`config.mk`:
```
export PLATFORM = sky130hd
export DESIGN_NAME = seven_segment_scan_driver
export DESIGN_NICKNAME = d
export VERILOG_FILES = /design/src/rtl/seven_segment_scan_driver.sv
export SDC_FILE = /design/constraint.sdc
export NUM_CORES = 1
export LEC_CHECK = 0
export ABC_AREA = 1
export BUFFER_PORTS_ARGS = -buffer_cell sky130_fd_sc_hd__buf_2
export CAP_MARGIN = 20
export CORE_MARGIN = 4
export CORE_UTILIZATION = 40
export CTS_CLUSTER_SIZE = 12
export DETAILED_ROUTE_END_ITERATION = 10
export SLEW_MARGIN = 20
export SYNTH_ARGS = -nofsm -noshare
export SYNTH_HDL_FRONTEND = slang
export SYNTH_SLANG_ARGS = --single-unit
export TNS_END_PERCENT = 5
```
`constraint.sdc`:
```
create_clock -name i_Clk -period 2.54 [get_ports i_Clk]
set_clock_uncertainty 0.1 [all_clocks]
set_input_delay 0.381 -clock i_Clk [delete_from_list [all_inputs] [get_ports i_Clk]]
set_output_delay 0.381 -clock i_Clk [all_outputs]
set_load 0.01 [all_outputs]
```
`src/rtl/seven_segment_scan_driver.sv`:
```
// Time-multiplexed seven-segment scan driver.
// Scans one BCD digit per slot onto a shared active-low cathode bus, with an
// anode-off guard window at the start of every slot and a once-per-frame
// snapshot of the digit word so a digit never changes mid-frame.
module seven_segment_scan_driver #(
    parameter int unsigned DECIMAL_DIGITS = 4,
    parameter int unsigned REFRESH_DIV    = 100000,
    parameter int unsigned GUARD_CYCLES   = 1000
) (
    input  logic                        i_Clk,
    input  logic                        i_Reset,
    input  logic                        i_Enable,
    input  logic [DECIMAL_DIGITS*4-1:0] i_BCD_Num,
    input  logic [DECIMAL_DIGITS-1:0]   i_DP,
    output logic [DECIMAL_DIGITS-1:0]   o_Anode,
    output logic [6:0]                  o_Segment,
    output logic                        o_DP,
    output logic                        o_Frame_Start
);

    localparam int unsigned CW = $clog2(REFRESH_DIV);
    localparam int unsigned IW = $clog2(DECIMAL_DIGITS);

    localparam logic [CW-1:0] CNT_LAST  = CW'(REFRESH_DIV - 1);
    localparam logic [CW-1:0] GUARD_END = CW'(GUARD_CYCLES);
    localparam logic [IW-1:0] IDX_LAST  = IW'(DECIMAL_DIGITS - 1);

    localparam logic [3:0] BLANK_CODE = 4'b1110;

    logic [CW-1:0]               r_Cnt;
    logic [IW-1:0]               r_Idx;
    logic [DECIMAL_DIGITS*4-1:0] r_Frame_Bcd;
    logic [DECIMAL_DIGITS-1:0]   r_Frame_Dp;
    logic                        r_Load_Pending;

    logic [DECIMAL_DIGITS-1:0]   r_Anode;
    logic [6:0]                  r_Segment;
    logic                        r_DP;
    logic                        r_Frame_Start;

    logic                        w_Slot_End;
    logic                        w_Frame_End;
    logic                        w_Load;
    logic                        w_Dark;
    logic [3:0]                  w_Digit;
    logic [6:0]                  w_Seg;
    logic [DECIMAL_DIGITS-1:0]   w_Anode_Sel;

    assign w_Slot_End  = (r_Cnt == CNT_LAST);
    assign w_Frame_End = w_Slot_End && (r_Idx == IDX_LAST);
    assign w_Load      = r_Load_Pending || w_Frame_End;
    assign w_Dark      = !i_Enable || (r_Cnt < GUARD_END);
    assign w_Digit     = r_Frame_Bcd[{r_Idx, 2'b00} +: 4];

    // Decode the current digit to active-low {g,f,e,d,c,b,a}
    always_comb begin
        w_Seg = 7'h3F;
        case (w_Digit)
            4'd0:       w_Seg = 7'h40;
            4'd1:       w_Seg = 7'h79;
            4'd2:       w_Seg = 7'h24;
            4'd3:       w_Seg = 7'h30;
            4'd4:       w_Seg = 7'h19;
            4'd5:       w_Seg = 7'h12;
            4'd6:       w_Seg = 7'h02;
            4'd7:       w_Seg = 7'h78;
            4'd8:       w_Seg = 7'h00;
            4'd9:       w_Seg = 7'h10;
            BLANK_CODE: w_Seg = 7'h7F;
            default:    w_Seg = 7'h3F;
        endcase
    end

    // One-cold anode select for the current slot
    always_comb begin
        w_Anode_Sel        = '1;
        w_Anode_Sel[r_Idx] = 1'b0;
    end

    // Slot counter and digit index; free-running regardless of enable
    always_ff @(posedge i_Clk) begin
        if (i_Reset) begin
            r_Cnt <= '0;
            r_Idx <= '0;
        end else begin
            if (w_Slot_End) begin
                r_Cnt <= '0;
                r_Idx <= (r_Idx == IDX_LAST) ? '0 : r_Idx + 1'b1;
            end else begin
                r_Cnt <= r_Cnt + 1'b1;
            end
        end
    end

    // Frame snapshot: once after reset, then at the last cycle of each frame
    always_ff @(posedge i_Clk) begin
        if (i_Reset) begin
            r_Frame_Bcd    <= {DECIMAL_DIGITS{BLANK_CODE}};
            r_Frame_Dp     <= '0;
            r_Load_Pending <= 1'b1;
        end else begin
            r_Load_Pending <= 1'b0;
            if (w_Load) begin
                r_Frame_Bcd <= i_BCD_Num;
                r_Frame_Dp  <= i_DP;
            end
        end
    end

    // Registered outputs, one cycle behind the scan state
    always_ff @(posedge i_Clk) begin
        if (i_Reset) begin
            r_Anode       <= '1;
            r_Segment     <= 7'h7F;
            r_DP          <= 1'b1;
            r_Frame_Start <= 1'b0;
        end else begin
            r_Anode       <= w_Dark ? '1 : w_Anode_Sel;
            r_Segment     <= w_Seg;
            r_DP          <= w_Dark ? 1'b1 : ~r_Frame_Dp[r_Idx];
            r_Frame_Start <= w_Load;
        end
    end

    assign o_Anode       = r_Anode;
    assign o_Segment     = r_Segment;
    assign o_DP          = r_DP;
    assign o_Frame_Start = r_Frame_Start;

endmodule

```
==> results.json, run 1 <==
{
  "syn_area_um2": 2520,
  "cts_tree": "built",
  "synth_common_cells": "nand2_1, dfxtp_1, nand3_1",
  "gp_congestion": 0.774,
  "ys_seq_area_share_pct": 42.1,
  "drive_above_1_share_pct": 17.2,
  "grt_pass1_wl_um": 8950,
  "fmax_ghz": 0.483,
  "ios": 36,
  "arrival_ps": 2140,
  "fin_crit_sh_pct": 81.6,
  "antenna_found_initial": 0,
  "synth_xor_area_share_pct": 2.44,
  "dr_total_vias": 2177,
  "placementRows": 28,
  "syn_avg_cell_area_um2": 7.45,
  "hold_buffers": 0,
  "yosysMostFrequentCell": "nand2_1",
  "dp_hpwl_um": 3850,
  "path_clk_slew_ps": 90,
  "hp-class": "primary input to flop",
  "die_w_um": 87.3,
  "wirelength_um": 5250,
  "yosysWarnings": 0,
  "clock_tree.buffer_depth": 2,
  "synthesis.instances": 338,
  "die_y_um": 87.3,
  "drt_iter0_drc": 102,
  "cts_root_buf": "clkbuf_8",
  "cts_sinks": 53,
  "detail-route-antenna-nets": 0,
  "status": "complete, no violations",
  "async_reset_ff_share_pct": 0,
  "die_area_um2": 7630,
  "fin_area_um2": 2820,
  "numCtsBuffers": 5,
  "synth_area_leaders": "dfxtp_1, nand2_1, nand3_1",
  "ys_ff_latch": 53,
  "p_per_area_nw_per_um2": 526,
  "num-nets-final": 405,
  "cts.htree.levels": 2,
  "fillers": 656,
  "grtUsageMet2_pct": 23.2,
  "fin_tns_setup_ps": 0,
  "cts_setup_buffers": 0,
  "rsz0062_at_grt": "no",
  "clk_latency_ps": 300,
  "routedWlPerCell_um": 11.7,
  "firstDrtPassIters": 4,
  "synth_nets": 371,
  "grt_pass1_vias": 2033,
  "synth_ff_type": "dfxtp_1",
  "synthSimpleGateAreaFrac_pct": 34.2,
  "setup_violations": 0,
  "viasPerCell": 4.86,
  "yosysTopAreaCellShare_pct": 42.1,
  "worst_pin_slew_ps": 570,
  "fin_crit_ps": 2070,
  "overflow": 0,
  "synth_top_family_by_area": "simple AND/OR/NAND/NOR gates",
  "grt_max_degree": 31,
  "vdd_ir_drop_max_mv": 0.228,
  "n_antenna_cell": 0,
  "synthMuxAreaShare_pct": 0,
  "cp_max_fo": 19,
  "hold_viol": 0,
  "core_area_um2": 6030,
  "synth_fa_ha_area_share_pct": 4.97,
  "start_util_pct": 41.8,
  "finalMaxSlewViolations": 0,
  "synth-edff-count": 0,
  "maxCapViolCount": 0,
  "use_met1_pct": 19.7,
  "cts_resized": 0,
  "port_buffers": 35,
  "grt_util_all_layers_pct": 14.4,
  "synth_compound_area_share_pct": 7.85,
  "yosys.area.top_type": "dfxtp_1",
  "crit_type": "flop to flop",
  "yosysUniqueCellTypes": 27,
  "busiest_layer": "met2",
  "met3_usage_pct": 2.93,
  "p_leak_uw": 0.00121,
  "remaining_drc_errors": 0,
  "placed_cell_area_um2": 2740,
  "crit_required_ps": 2610,
  "syn_to_final_growth_pct": 11.9,
  "critPathCaptureType": "flop",
  "max_slew_margin_pct": 61.9,
  "startpoint_type": "flop"
}
## state kept, by name (all words and copies together), names as in the netlist
register and cells:
o_Anode 4, o_DP 1, o_Frame_Start 1, o_Segment 7, r_Cnt 17, r_Frame_Bcd 16
r_Frame_Dp 4, r_Idx 2, r_Load_Pending 1
## path summary, 6_finish.rpt
path                          from  slack (ps)  cells after the start                 endpoint
max reg2reg  r_Idx[0]$_SDFFE_PP0N_         470                      8  o_Segment[6]$_SDFF_PP1_
min                        i_Reset         170                      1   r_Load_Pending$_DFF_P_
max          r_Idx[0]$_SDFFE_PP0N_         470                      8  o_Segment[6]$_SDFF_PP1_
min reg2reg    r_Cnt[0]$_SDFF_PP0_         350                      1      r_Cnt[0]$_SDFF_PP0_
## where the power goes
| group | internal, µW | switching, µW |
|---|---|---|
| sequential | 865 | 16.9 |
| combinational | 59.9 | 84.4 |
| clock | 197 | 260 |
## worst max-delay path: stages, from the launching register on
cell and delay [ps]:
dfxtp_1 690, inv_2 190, nand2_1 110, nand3_1 60, nand2_1 180, inv_1 110, ha_1 230, o211ai_1 190
nand3_1 90
## cells in the final DEF (no fill, tap or decap), types with 4 or more instances in the layout
master | synthesis | routed
nor3_1 | 7 | 7
inv_1 | 31 | 31
dfxtp_1 | 53 | 53
nand3_2 | 9 | 9
o21ai_0 | 11 | 11
nand2_1 | 71 | 71
buf_2 | 3 | 35
xor2_1 | 6 | 6
a21oi_1 | 19 | 19
ha_1 | 10 | 10
nand4_1 | 7 | 7
clkbuf_8 | 0 | 5
o211ai_1 | 4 | 4
nand3_1 | 46 | 46
nor2_1 | 38 | 38
buf_4 | 2 | 4
## per-layer routing
metal  vias to the layer above  wire, µm
li1                       1167         -
met3                         4       213
met5                         -         0
met2                        33      2330
met4                         0        44
met1                       973      2660
## per-stage QoR
step           hold WS, ps  setup slack, ps  std cells  utilization [%]  power [µW]
2_1_floorplan          309              904        338                -         999
3_3_place_gp           334              526        440             45.4        1050
3_5_place_dp           343              491        440             45.4        1050
4_1_cts                162              480        448             46.8        1510
5_1_grt                160              281        448             46.8        1570
6_report               171              468        448             46.8        1480
## final cells by class
cell class / count / area [µm²] / area share, %
Timing Repair Buffer: 39 / 205 / 7.28
Inverter: 35 / 131 / 4.66
Multi-Input combinational cell: 238 / 1250 / 44.2
Tap cell: 75 / 93.8 / 3.33
Sequential cell: 53 / 1060 / 37.7
Clock buffer: 8 / 80.1 / 2.84
## cells by family after synthesis
group,count (synthesis)
and+or+nand+nor,185
DFF,53
adders and majority gates,10
AOI/OAI and AO/OA,36
xor gates and xnor gates,7
buffers and inverters,47
Power figures use the tool's default switching activity.
==> run 2: changes to the inputs <==
clock period = 1.9 ns   (was 2.54 ns; I/O delays follow)
==> results.json, run 2 (synthesis gave the netlist of run 1 again) <==
{
  "status": "complete, no violations",
  "fin_tns_setup_ps": 0,
  "fmax_ghz": 0.585,
  "die_area_um2": 7630,
  "dp_hpwl_um": 3900,
  "grt_max_degree": 30,
  "critPathCaptureType": "flop",
  "port_buffers": 35,
  "cp_max_fo": 9,
  "cts_root_buf": "clkbuf_8",
  "worst_pin_slew_ps": 408,
  "remaining_drc_errors": 0,
  "cts.htree.levels": 2,
  "crit_path_end": "o_Segment[6]$_SDFF_PP1_",
  "r2r_setup_slack_ps": 190,
  "fin_crit_sh_pct": 90.0,
  "grt_util_all_layers_pct": 14.8,
  "gp_congestion": 0.843,
  "syn_to_final_growth_pct": 14.5,
  "ios": 36,
  "grt_pass1_wl_um": 9200,
  "fin_crit_ps": 1710,
  "detail-route-antenna-nets": 0,
  "cp_top_family": "flip-flops",
  "p_per_area_nw_per_um2": 716,
  "finalMaxSlewViolations": 0,
  "grt_pass1_vias": 2064,
  "rsz0062_at_grt": "no",
  "hold_viol": 0,
  "crit_required_ps": 1990,
  "crit_type": "flop to flop",
  "drive_above_1_share_pct": 19.8,
  "hp-class": "primary input to flop",
  "startpoint_type": "flop",
  "n_antenna_cell": 0,
  "maxCapViolCount": 0,
  "die_y_um": 87.3,
  "clk_latency_ps": 300,
  "routedWlPerCell_um": 11.7,
  "timing.rr.end": "o_Segment[6]$_SDFF_PP1_",
  "r2r_start": "r_Idx[1]$_SDFFE_PP0N_",
  "final_cell_mix": "nand2_1, dfxtp_1, nand3_1",
  "wirelength_um": 5300,
  "path_clk_slew_ps": 90,
  "cp_slowest_cell": "dfxtp_2",
  "largest-register": "r_Cnt",
  "clock_tree.buffer_depth": 2,
  "vdd_ir_drop_max_mv": 0.310,
  "hold_buffers": 0,
  "numCtsBuffers": 5,
  "whs_ps": 74.5,
  "worstSetupStartpoint": "r_Idx[1]$_SDFFE_PP0N_",
  "placementRows": 28,
  "setup_violations": 0,
  "cts_tree": "built",
  "cp.depth": 8,
  "drt_iter0_drc": 76,
  "p_leak_uw": 0.00125,
  "max_slew_margin_pct": 72.6,
  "viasPerCell": 4.85,
  "path_cells": "inv_1 -> buf_4 -> nand3_1 -> nand2_1 -> inv_1 -> ha_1 -> o211ai_1 -> nand3_1",
  "die_w_um": 87.3,
  "start_util_pct": 41.8,
  "antenna_found_initial": 0,
  "largest_reg_flops": 17,
  "critPathMaxStageDelay_ps": 390,
  "num-nets-final": 410,
  "layout_commonest_cell": "nand2_1",
  "fillers": 640,
  "overflow": 0,
  "arrival_ps": 1800,
  "dr_total_vias": 2196,
  "rr_worst_depth": 8,
  "cts_sinks": 53,
  "firstDrtPassIters": 4,
  "core_area_um2": 6030,
  "path_buf_inv": 3
}
[run 2: area by class of cell]
class / instances / area [µm²] / share of cell area, %
Timing Repair Buffer: 44 / 243 / 8.42
Inverter: 35 / 131 / 4.56
Multi-Input combinational cell: 238 / 1250 / 43.4
Clock inverter: 1 / 5.00 / 0.174
Sequential cell: 53 / 1060 / 36.8
Clock buffer: 7 / 96.3 / 3.34
Tap cell: 75 / 93.8 / 3.26
[run 2: power breakdown]
| part | total (µW) | switching [µW] | internal, µW | leakage [µW] |
|---|---|---|---|---|
| clock | 690 | 360 | 330 | 0.0000542 |
| sequential | 1180 | 20.6 | 1160 | 0.000436 |
| combinational | 196 | 114 | 82.0 | 0.000756 |
[run 2: repair_timing]
action	in CTS	in global routing
buffers inserted	0	0
endpoints found under the setup margin	0	7
gates resized for setup	0	3
[run 2: metrics by stage]
stage | total power, µW | worst slack [ps] | util, % | std cells | cell area (µm²)
after floorplan | 1340 | 264 | - | 338 | 2520
after global placement | 1400 | 46.2 | 46.1 | 445 | 2780
after detailed placement | 1400 | 62.3 | 46.1 | 445 | 2780
after CTS | 2090 | 37.4 | 47.7 | 453 | 2880
after global routing | 2190 | 2.13 | 47.8 | 453 | 2880
final | 2060 | 190 | 47.8 | 453 | 2880
[run 2: tightest hold or removal path, stage by stage]
cell,delay (ps)
buf_2,70
nand2_1,40
nand3_1,50
[run 2: worst min path at each step]
stage / from / end / slack, ps / depth (start not counted)
2_1_floorplan: i_Reset / r_Load_Pending$_DFF_P_ / 210 / 0
3_3_place_gp: r_Cnt[0]$_SDFF_PP0_ / r_Cnt[0]$_SDFF_PP0_ / 330 / 1
3_5_place_dp: r_Cnt[0]$_SDFF_PP0_ / r_Cnt[0]$_SDFF_PP0_ / 340 / 1
4_1_cts: i_BCD_Num[3] / r_Frame_Bcd[3]$_SDFFE_PP1P_ / 70 / 3
5_1_grt: i_BCD_Num[5] / r_Frame_Bcd[5]$_SDFFE_PP1P_ / 70 / 3
6_report: i_BCD_Num[3] / r_Frame_Bcd[3]$_SDFFE_PP1P_ / 70 / 3
[run 2: per-layer routing]
layer  global-route usage [%]  up-vias  share of wire, %
li1                         -     1175                 -
met1                     19.6      967                49
met2                     24.3       50                44
met3                     3.69        4               6.2
met4                     3.49        0              0.79
met5                        0        -                 0
